**config.mk**
```make
export PLATFORM = sky130hd
export DESIGN_NAME = fp32_addsub_seq
export DESIGN_NICKNAME = d
export VERILOG_FILES = /design/src/rtl/fp32_addsub_seq.sv
export SDC_FILE = /design/constraint.sdc
export NUM_CORES = 1
export LEC_CHECK = 0
export CAP_MARGIN = 20
export CORE_ASPECT_RATIO = 0.9
export CORE_MARGIN = 4
export CORE_UTILIZATION = 40
export CTS_BUF_LIST = sky130_fd_sc_hd__clkbuf_4
export CTS_CLUSTER_DIAMETER = 30
export DETAILED_ROUTE_END_ITERATION = 10
export GPL_TIMING_DRIVEN = 0
export SLEW_MARGIN = 15
export SYNTH_ARGS = -nofsm -noshare
export SYNTH_HDL_FRONTEND = slang
export SYNTH_SLANG_ARGS = --single-unit
export TNS_END_PERCENT = 100
```
**constraint.sdc**
```tcl
create_clock -name clk -period 9.2 [get_ports clk]
set_clock_uncertainty 0.15 [all_clocks]
set_input_delay 1.84 -clock clk [delete_from_list [all_inputs] [get_ports clk]]
set_output_delay 1.84 -clock clk [all_outputs]
set_load 0.05 [all_outputs]
```
**src/rtl/fp32_addsub_seq.sv**
```systemverilog
// Multi-cycle handshaked IEEE-754 single-precision add/subtract engine.
// Denormals flush to zero, any exp-255 operand yields the canonical quiet NaN, and rounding is to nearest-even.
module fp32_addsub_seq (
  input  logic        clk,
  input  logic        rst_n,
  input  logic        req_valid,
  output logic        req_ready,
  input  logic        op,
  input  logic [31:0] a,
  input  logic [31:0] b,
  output logic        rsp_valid,
  input  logic        rsp_ready,
  output logic [31:0] z
);

  typedef enum logic [2:0] {IDLE, ALIGN, ADDSUB, NORM, ROUND, RESP} state_t;

  state_t      state;
  logic        op_r;
  logic [31:0] a_r, b_r;
  logic [26:0] sig_l, sig_s;
  logic [27:0] sum;
  logic [9:0]  exp_r;
  logic        sign_r, eff_sub_r, nan_r, zero_r;

  logic [7:0]  ea, eb, e_big, e_small, d;
  logic [23:0] ma, mb, m_big, m_small;
  logic        sa, sb, a_ge_b, sticky;
  logic [26:0] small_ext, small_sh;

  assign req_ready = (state == IDLE);

  // Alignment of the registered operands: magnitude compare, swap and sticky shift.
  always_comb begin
    ea      = a_r[30:23];
    eb      = b_r[30:23];
    ma      = (ea != '0) ? {1'b1, a_r[22:0]} : '0;
    mb      = (eb != '0) ? {1'b1, b_r[22:0]} : '0;
    sa      = a_r[31];
    sb      = b_r[31] ^ op_r;
    a_ge_b  = ({ea, ma} >= {eb, mb});
    e_big   = a_ge_b ? ea : eb;
    e_small = a_ge_b ? eb : ea;
    m_big   = a_ge_b ? ma : mb;
    m_small = a_ge_b ? mb : ma;
    d       = e_big - e_small;
    small_ext = {m_small, 3'b000};
    small_sh  = '0;
    sticky    = |m_small;
    if (d < 8'd27) begin
      small_sh = small_ext >> d;
      sticky   = |(small_ext & ~({27{1'b1}} << d));
    end
  end

  logic        rnd_up;
  logic [24:0] mant_rnd;
  logic [9:0]  exp_rnd;
  logic [22:0] frac_rnd;

  always_comb begin
    rnd_up   = sum[2] & (sum[1] | sum[0] | sum[3]);
    mant_rnd = {1'b0, sum[26:3]} + {24'd0, rnd_up};
    exp_rnd  = exp_r + {9'd0, mant_rnd[24]};
    frac_rnd = mant_rnd[24] ? mant_rnd[23:1] : mant_rnd[22:0];
  end

  always_ff @(posedge clk or negedge rst_n) begin
    if (!rst_n) begin
      state     <= IDLE;
      op_r      <= 1'b0;
      a_r       <= '0;
      b_r       <= '0;
      sig_l     <= '0;
      sig_s     <= '0;
      sum       <= '0;
      exp_r     <= '0;
      sign_r    <= 1'b0;
      eff_sub_r <= 1'b0;
      nan_r     <= 1'b0;
      zero_r    <= 1'b0;
      rsp_valid <= 1'b0;
      z         <= '0;
    end else begin
      case (state)
        IDLE: begin
          if (req_valid) begin
            op_r  <= op;
            a_r   <= a;
            b_r   <= b;
            state <= ALIGN;
          end
        end
        ALIGN: begin
          sig_l     <= {m_big, 3'b000};
          sig_s     <= {small_sh[26:1], small_sh[0] | sticky};
          exp_r     <= {2'b00, e_big};
          sign_r    <= a_ge_b ? sa : sb;
          eff_sub_r <= sa ^ sb;
          nan_r     <= (ea == 8'hFF) | (eb == 8'hFF);
          state     <= ADDSUB;
        end
        ADDSUB: begin
          sum    <= eff_sub_r ? ({1'b0, sig_l} - {1'b0, sig_s}) : ({1'b0, sig_l} + {1'b0, sig_s});
          zero_r <= 1'b0;
          state  <= NORM;
        end
        NORM: begin
          if (sum[27]) begin
            sum   <= {1'b0, sum[27:2], sum[1] | sum[0]};
            exp_r <= exp_r + 10'd1;
            state <= ROUND;
          end else if (sum == '0) begin
            zero_r <= 1'b1;
            if (eff_sub_r) sign_r <= 1'b0;
            state  <= ROUND;
          end else if (sum[26]) begin
            state <= ROUND;
          end else begin
            // One left shift per cycle; hitting exponent 0 flushes the result.
            sum   <= {sum[26:0], 1'b0};
            exp_r <= exp_r - 10'd1;
            if (exp_r == 10'd1) begin
              zero_r <= 1'b1;
              state  <= ROUND;
            end else if (sum[25]) begin
              state <= ROUND;
            end
          end
        end
        ROUND: begin
          if (nan_r)                 z <= 32'h7FC0_0000;
          else if (zero_r)           z <= {sign_r, 31'd0};
          else if (exp_rnd >= 10'd255) z <= {sign_r, 8'hFF, 23'd0};
          else                       z <= {sign_r, exp_rnd[7:0], frac_rnd};
          rsp_valid <= 1'b1;
          state     <= RESP;
        end
        RESP: begin
          if (rsp_ready) begin
            rsp_valid <= 1'b0;
            state     <= IDLE;
          end
        end
        default: state <= IDLE;
      endcase
    end
  end

endmodule

```
; Word-level counts from Yosys, hierarchy flattened
; Cells that the tools add are included.
[classes]
n_addsub = 7
n_lt_le_gt_ge = 3
n_eq_ne = 18
shifts = 2
mux = 41
bitwise = 9
reduce_logical = 17
[op_table]
columns = operator, count
row1 = 2-to-1 mux 27 bit, 4
row2 = 2-to-1 mux 24 bit, 4
row3 = 2-to-1 mux 31 bit, 2
row4 = one-hot mux 28 bit (2 select lines), 1
row5 = greater-or-equal comparator 32 bit, 1
row6 = 2-to-1 mux 32 bit, 1
row7 = 2-to-1 mux 10 bit, 3
row8 = adder 27 x 27 -> 28 bit, 1
row9 = logical NOT 28 bit, 1
row10 = 2-to-1 mux 28 bit, 1
row11 = subtractor 27 x 27 -> 28 bit, 1
row12 = AND 27 bit, 1
row13 = NOT 27 bit, 1
row14 = OR reduction 27 bit, 1
row15 = "left shift 27 x 8 -> 27 bit, first input constant", 1
row16 = >> shifter 27 x 8 -> 27 bit, 1
row17 = adder 24 x 1 -> 25 bit, 1
row18 = OR reduction 24 bit, 1
row19 = 2-to-1 mux 23 bit, 1
row20 = 2-to-1 mux 3 bit, 7
row21 = one-hot mux 10 bit (2 select lines), 1
row22 = one-hot mux 3 bit (6 select lines), 1
row23 = "== test 8 bit, second input constant", 2
row24 = 2-to-1 mux 8 bit, 2
row25 = other kinds (24), 56
[totals]
regBits = 194
inputBits = 69
output_inout_bits = 34

; Longest topological paths before layout
; Gate-level depths: netlist of the first run.
[depth]
depth_word = 11
mapped_depth = 26
ltp_nobuf = 23

; Least setup slack after synthesis of the first run
; OpenSTA, ideal clock, no wires.
[synth_timing]
path_type = flip-flop to flip-flop
startpoint = register b_r[26]
endpoint = register sig_s[6]
setup_time_ns = 0.130
arrival_time_ns = 5.615
t_required_ns = 8.920
slack_ns = 3.305
stages_incl_launch_ff = 26
path_buffers = 6
synth_period_minus_slack_ns = 5.895
path_cell_list = dfrtp_1 > nor4_1 > nand2_1 > clkbuf_1 > clkbuf_1 > buf_1 > nand2_1 > inv_1 > ha_1 > nand2b_1 > a2111oi_0 > nor4_1 > o31a_4 > a21o_1 > buf_6 > a21oi_1 > ha_1 > inv_1 > clkbuf_1 > clkbuf_1 > mux4_2 > or2_2 > o211ai_1 > o21ai_0 > a22oi_1 > o21ai_0
[synth_via]
elab_chain_cells = 7
word_cells_on_any_way = 10
[synth_rtl]
columns = item, line
row1 = from (decl), 20  ; logic [31:0] a_r, b_r;
row2 = from (signal assigned), 73  ; b_r <= '0;
row3 = from (signal assigned), 90  ; b_r <= b;
row4 = nonzero test 8 bit, 38  ; mb = (eb != '0) ? {1'b1, b_r[22:0]} : '0;
row5 = 2-to-1 mux 24 bit, 38
row6 = greater-or-equal comparator 32 bit, 41  ; a_ge_b = ({ea, ma} >= {eb, mb});
row7 = "2-to-1 mux 8 bit, on equally long branches", "42, 43"
row8 = subtractor 8 bit, 46  ; d = e_big - e_small;
row9 = >> shifter 27 x 8 -> 27 bit or < comparator 8 x 5 -> 1 bit (tied branches), "51, 50"
row10 = 2-to-1 mux 27 bit *, 50  ; if (d < 8'd27) begin
row11 = to (signal assigned), 96  ; sig_s <= {small_sh[26:1], small_sh[0] | sticky};
row12 = to (decl), 21  ; logic [26:0] sig_l, sig_s;
; Mark *: on every way between the ends. The rest lies on a longest branch, timed or not.
; A chain may end at the register's enable or synchronous reset.

; Worst setup path in the final report of the first run
[layout_timing]
startpoint = register b_r[26]
endpoint = register sig_s[11]
; Same word-level chain as after synthesis.

==> results of run 1 <==
[cells by family (layout without fill, tap and decap cells)]
kind of cell,count (synthesis),in the layout,share of synthesized area [%]
buffers and inverters,235,370,6.33
adders and majority gates,89,89,7.46
and+or+nand+nor,573,573,17.3
other,0,4,0
muxes,138,138,11.1
xor gates and xnor gates,55,55,3.21
AOI/OAI and AO/OA,510,510,22.3
DFF,194,194,32.3
[registers in the layout, summed over array words and instances (netlist names)]
register   count
nan_r          1
b_r           32
eff_sub_r      1
sign_r         1
sig_s         27
sig_l         24
zero_r         1
state          3
z             32
rsp_valid      1
exp_r         10
op_r           1
a_r           32
sum           28
[layout make-up]
type	count	share of cell area, %
diodes	4	0.0589
flip-flops and latches	194	28.6
clock buffers	18	0.795
well taps	483	3.56
repair buffers	104	6.36
inverters	117	2.58
multi-input cells	1365	54.3
plain buffers	118	3.01
clock inverters	13	0.810
[path summary, 6_finish.rpt]
path | depth (start not counted) | slack [ns] | end | start
min reg2reg | 2 | 0.35 | z[27]$_DFFE_PN0P_ | z[27]$_DFFE_PN0P_
max in group asynchronous | 2 | 7.27 | sig_s[15]$_DFFE_PN0P_ | rst_n
max reg2reg | 24 | 1.24 | sig_s[11]$_DFFE_PN0P_ | b_r[26]$_DFFE_PN0P_
max | 24 | 1.24 | sig_s[11]$_DFFE_PN0P_ | b_r[26]$_DFFE_PN0P_
min in group asynchronous | 1 | 0.91 | sig_l[19]$_DFFE_PN0P_ | rst_n
min | 2 | 0.35 | z[27]$_DFFE_PN0P_ | z[27]$_DFFE_PN0P_
[cells in the final DEF, fill, tap and decap left out, types with 16 or more instances in the layout]
master	netlist	layout
nand3_1	43	43
mux2_2	62	62
nand2_1	223	223
nor3_1	40	40
clkdlybuf4s50_1	0	101
mux4_2	16	16
inv_1	116	116
dfrtp_1	194	194
a22o_1	20	20
ha_1	88	88
a22oi_1	19	19
nor2_1	147	147
nand2b_1	17	17
a31oi_1	28	28
nand4_1	20	20
nor4_1	18	18
clkbuf_4	0	18
xnor2_1	38	38
xor2_1	17	17
mux2i_1	59	59
clkbuf_1	88	88
o21ai_0	151	151
a21oi_1	118	118
[worst max-delay path, cell delays in order (launching register included)]
cell and delay (ns):
dfrtp_1 0.52, nor4_1 0.10, nand2_1 0.37, clkbuf_1 0.44, clkbuf_1 0.43, buf_1 0.50, nand2_1 0.15, inv_1 0.11
ha_1 0.22, nand2b_1 0.13, a2111oi_0 0.42, nor4_1 0.16, o31a_4 0.41, a21o_1 0.23, buf_6 0.17, a21oi_1 0.36
ha_1 0.34, inv_1 0.15, clkbuf_1 0.49, clkbuf_1 0.56, mux2i_1 0.37, nor2_1 0.08, a211oi_1 0.57, a21oi_1 0.22
o22ai_1 0.15
[per-layer routing]
layer,global-route usage [%],up-vias,share of wire (%)
met2,41.5,511,47
met3,4.13,87,5.6
li1,-,6696,-
met1,32.6,6770,45
met4,8.22,0,3.0
met5,0,-,0
[Yosys cell counts, drive strengths merged, types with 4 or more instances]
library cell	instances
a2111oi	9
a211o	4
a211oi	16
a21boi	7
a21o	15
a21oi	120
a221o	11
a221oi	8
a22o	20
a22oi	19
a311o	4
a31oi	28
a32o	5
and2	11
and3	13
buf	29
clkbuf	89
dfrtp	194
ha	88
inv	116
mux2	63
mux2i	59
mux4	16
nand2	223
nand2b	17
nand3	43
nand4	20
nor2	147
nor2b	6
nor3	43
nor4	19
o211ai	13
o21a	7
o21ai	153
o21bai	8
o22a	6
o22ai	14
o311ai	5
o31ai	13
or2	8
or3	13
or4	4
xnor2	38
xor2	17
[per-stage QoR]
stage | cell area (µm²) | utilization, % | hold WS [ns]
after global placement | 16700 | 44.8 | 0.307
after global routing | 17000 | 45.8 | 0.386
after CTS | 17000 | 45.7 | 0.356
after floorplan | 15000 | - | 0.320
final | 17000 | 45.8 | 0.345
after detailed placement | 16700 | 45.0 | 0.320
==> run metrics, run 1 <==
status completed; global route overflow 0; DR vias 14064; Syn Area/Cell about 8.4 µm²; WL final 50200 µm; clk slew on worst S/H paths roughly 0.2 ns; YS warnings 0; TNS Setup 0 ns; first-pass GRT wire length slightly below 80000 µm; ys flop type dfrtp_1; IO Pins 103; Hold Path Class flop to flop; RSZ-0062 raised after global routing no; Cell Rows 67; Die Ht 192 µm; number of global-route vias before repair approximately 14000; Layout area overhead 13.1%; nets@finish a little over 2000; root buffer cell clkbuf_4; initial antenna violation count 2; fin cells between 2000 and 2500; hpwl dp 40200 µm; Critical Path AT 8.41 ns; crit start category flop; CTS tree done; Die Width about 210 µm; # fillers ~3700; RD Place Congestion 0.907; footprint of the multi-input gates 0.00922 mm²; post-cts resize count 0; Worst Tran Pin Value between 0.8 and 0.9 ns; Fin. Hold Viols 0; Routed Antenna Nets 0; Post-synth EDFFs 0; largest net degree at the start of global routing 73; DRC viols 0; IO buf count between 100 and 150; CTS Buf Count 17; Slew headroom between 40 and 50%; Tcrit/Tclk final a little under 90%; Distinct cells, synth 85; Yosys reg bits roughly 190; routed wire length per instance 20.8 µm; Post-Syn Nets 1952; GRT Overall Usage between 20% and 30%; post-synth top area share 32.3%; DR pass1 iterations 5; synth top area cells dfrtp_1, ha_1, nand2_1; Final WS setup ~1.2 ns; Synth Cell Area 0.0150 mm²; Post-Place Worst Slack 1.40 ns; core area about 0.037 mm²; fmax ~130 MHz; cts hold-fix bufs 0; share of cells above drive strength 1 about 8.1%; cell count after synthesis between 1500 and 2000; WS Path Type flop to flop; endpoints failing setup 0; vias per cell ~5.8; FF+latch area between 0.004 and 0.005 mm²; post-synth top area cell dfrtp_1; H-Tree Level Count 4; min cycle time layout around 8 ns; Initial Utilization 40.5%; maxcap violations 0; die area 0.0407 mm²; Final Max Tran Viols 0; Starting DRT DRC Count approximately 1100; clk sink count about 190; Setup Buffers After CTS 0; share of the yosys chip area belonging to registers between 30% and 40%; WP data required approximately 9.7 ns; Clk Latency, worst-skew pair just over 0.7 ns; crit path capture type flop; Async S/R FF share, synth 100%; crit-path max FO 10; Cells after DPL around 2400; clock tree buffer depth 2
Power of run 1 is not shown: default switching activity piles up to over one toggle a cycle in this logic, so the estimate is an artifact.
==> run 2: changes to the inputs <==
SETUP_SLACK_MARGIN = 0.4   (was not set)
==> results of run 2 <==
No change in the layout: final DEF, timing and power equal those of run 1.
Power of run 2 is left out for the same reason.
==> run 3: changes to the inputs <==
ABC_AREA = 0   (was not set)
SLEW_MARGIN = not set   (was 15)
==> run 3 against run 2 <==
Net effect: first-iteration DRC count decreased by 8.6%; worst setup slack got worse by 0.063 ns; die area is the same; flip-flop and latch count is the same; critical endpoint unchanged.
==> run metrics, run 3 (synthesis results as in run 1) <==
status completed; RSZ-0062 raised after global routing no; Cell Rows 67; layer with the highest usage met2; GRT Overall Usage about a quarter; IO buf count 102; met2 Use GR 40.5%; Setup crit start b_r[26]$_DFFE_PN0P_; WL final between 50000 and 60000 µm; CP max-delay cell a211oi_1; number of global-route vias before repair ~14000; clock tree buffer depth 2; Setup Buffers After CTS 0; most frequent cells in the layout nand2_1, dfrtp_1, o21ai_0; TNS Setup 0 ns; maxcap violations 0; nets@finish just over 2000; IO Pins ~100; hold path startpoint z[23]$_DFFE_PN0P_; Tcrit/Tclk final 87.2%; endpoints failing setup 0; met1 GRT Util between 30% and 40%; Worst Tran Pin Value 0.817 ns; Reg2Reg Depth 23; die area a little over 0.04 mm²; Slew headroom approximately 45%; DR vias 14064; H-Tree Level Count 4; initial antenna violation count 2; Routed Antenna Nets 0; commonest non-fill, non-tap cell in the layout nand2_1; post-cts resize count 0; Post-Place Worst Slack between 1 and 1.5 ns; Fin. Hold Viols 0; crit path capture type flop; Initial Utilization 40.5%; reg-to-reg endpoint sig_s[11]$_DFFE_PN0P_; global route overflow 0; routed wire length per instance approximately 21 µm; clk slew on worst S/H paths about 0.16 ns; DR pass1 iterations 6; Starting DRT DRC Count between 900 and 1000; Hold Path Class flop to flop; CTS Buf Count 17; Hold EP z[23]$_DFFE_PN0P_; core area about 0.037 mm²; CP cell instances nor4_1, nand2_1, clkbuf_1, clkbuf_1, buf_1, nand2_1, inv_1, ha_1, nand2b_1, a2111oi_0, nor4_1, o31a_4, a21o_1, buf_6, a21oi_1, ha_1, inv_1, clkbuf_1, clkbuf_1, mux2_2, a211oi_1, a21oi_1, o22ai_1; Clk Latency, worst-skew pair ~0.70 ns; DRC viols 0; Hold Path Depth 2; crit-path max FO 10; fmax approximately 120 MHz; reg-to-reg startpoint b_r[26]$_DFFE_PN0P_; CTS tree done; largest net degree at the start of global routing between 100 and 150; cell repeated most along the worst path clkbuf_1; min cycle time layout about 8.0 ns; hpwl dp between 30000 and 40000 µm; met3 usage ~4%; Layout area overhead 13.1%; Die Width 212 µm; Critical Path AT 8.48 ns; WP data required slightly below 10 ns; first-pass GRT wire length around 80000 µm; root buffer cell clkbuf_4; clk sink count 194; cts hold-fix bufs 0; worst reg-to-reg setup slack approximately 1.2 ns; Final WS setup about 1.2 ns; # fillers 3729; largest stage delay on the critical path roughly 0.65 ns; RD Place Congestion between 0.9 and 1; vias per cell 5.82; Die Ht 192 µm; share of cells above drive strength 1 8.09%; Final Max Tran Viols 0; crit start category flop; Regs by FF count a_r (32), b_r (32), z (32); WS Path Type flop to flop
run 3: stage by stage:
stage	hold WS [ns]	instances	area (µm²)	util [%]
after global routing	0.389	2415	17000	45.8
after global placement	0.307	2379	16700	44.8
after CTS	0.357	2412	17000	45.8
after floorplan	0.320	1794	15000	-
final	0.350	2415	17000	45.8
after detailed placement	0.319	2380	16700	44.9
run 3: critical path: cells and delay by family (launching register included):
kind / cells / cell delay [ns]
fa+ha+maj: 2 / 0.57
compound gates: 7 / 2.50
simple gates: 5 / 0.91
mux: 1 / 0.43
flops: 1 / 0.51
buf+inv: 8 / 2.87
run 3: layer usage:
layer / vias up / share of wire (%)
met3: 104 / 5.2
met1: 6756 / 45
met5: - / 0
met4: 0 / 3.7
li1: 6690 / -
met2: 514 / 46
run 3: worst max-delay path by stage:
stage	to	slack [ns]	cells past startpoint
after CTS	sig_s[11]$_DFFE_PN0P_	1.31	23
after global placement	a_r[9]$_DFFE_PN0P_	-2.13	1
final	sig_s[11]$_DFFE_PN0P_	1.17	23
after detailed placement	sig_s[11]$_DFFE_PN0P_	1.38	23
after global routing	sig_s[11]$_DFFE_PN0P_	0.72	24
after floorplan	sig_s[6]$_DFFE_PN0P_	3.30	25
run 3: area by class of cell:
class	count	area, µm²	area share (%)
clock inverters	12	158	0.927
multi-input cells	1365	9220	54.2
well taps	483	604	3.56
plain buffers	118	512	3.01
flip-flops and latches	194	4850	28.6
diodes	3	7.51	0.0442
repair buffers	103	1050	6.20
clock buffers	20	150	0.883
inverters	117	439	2.58
Power of run 3 is left out for the same reason.
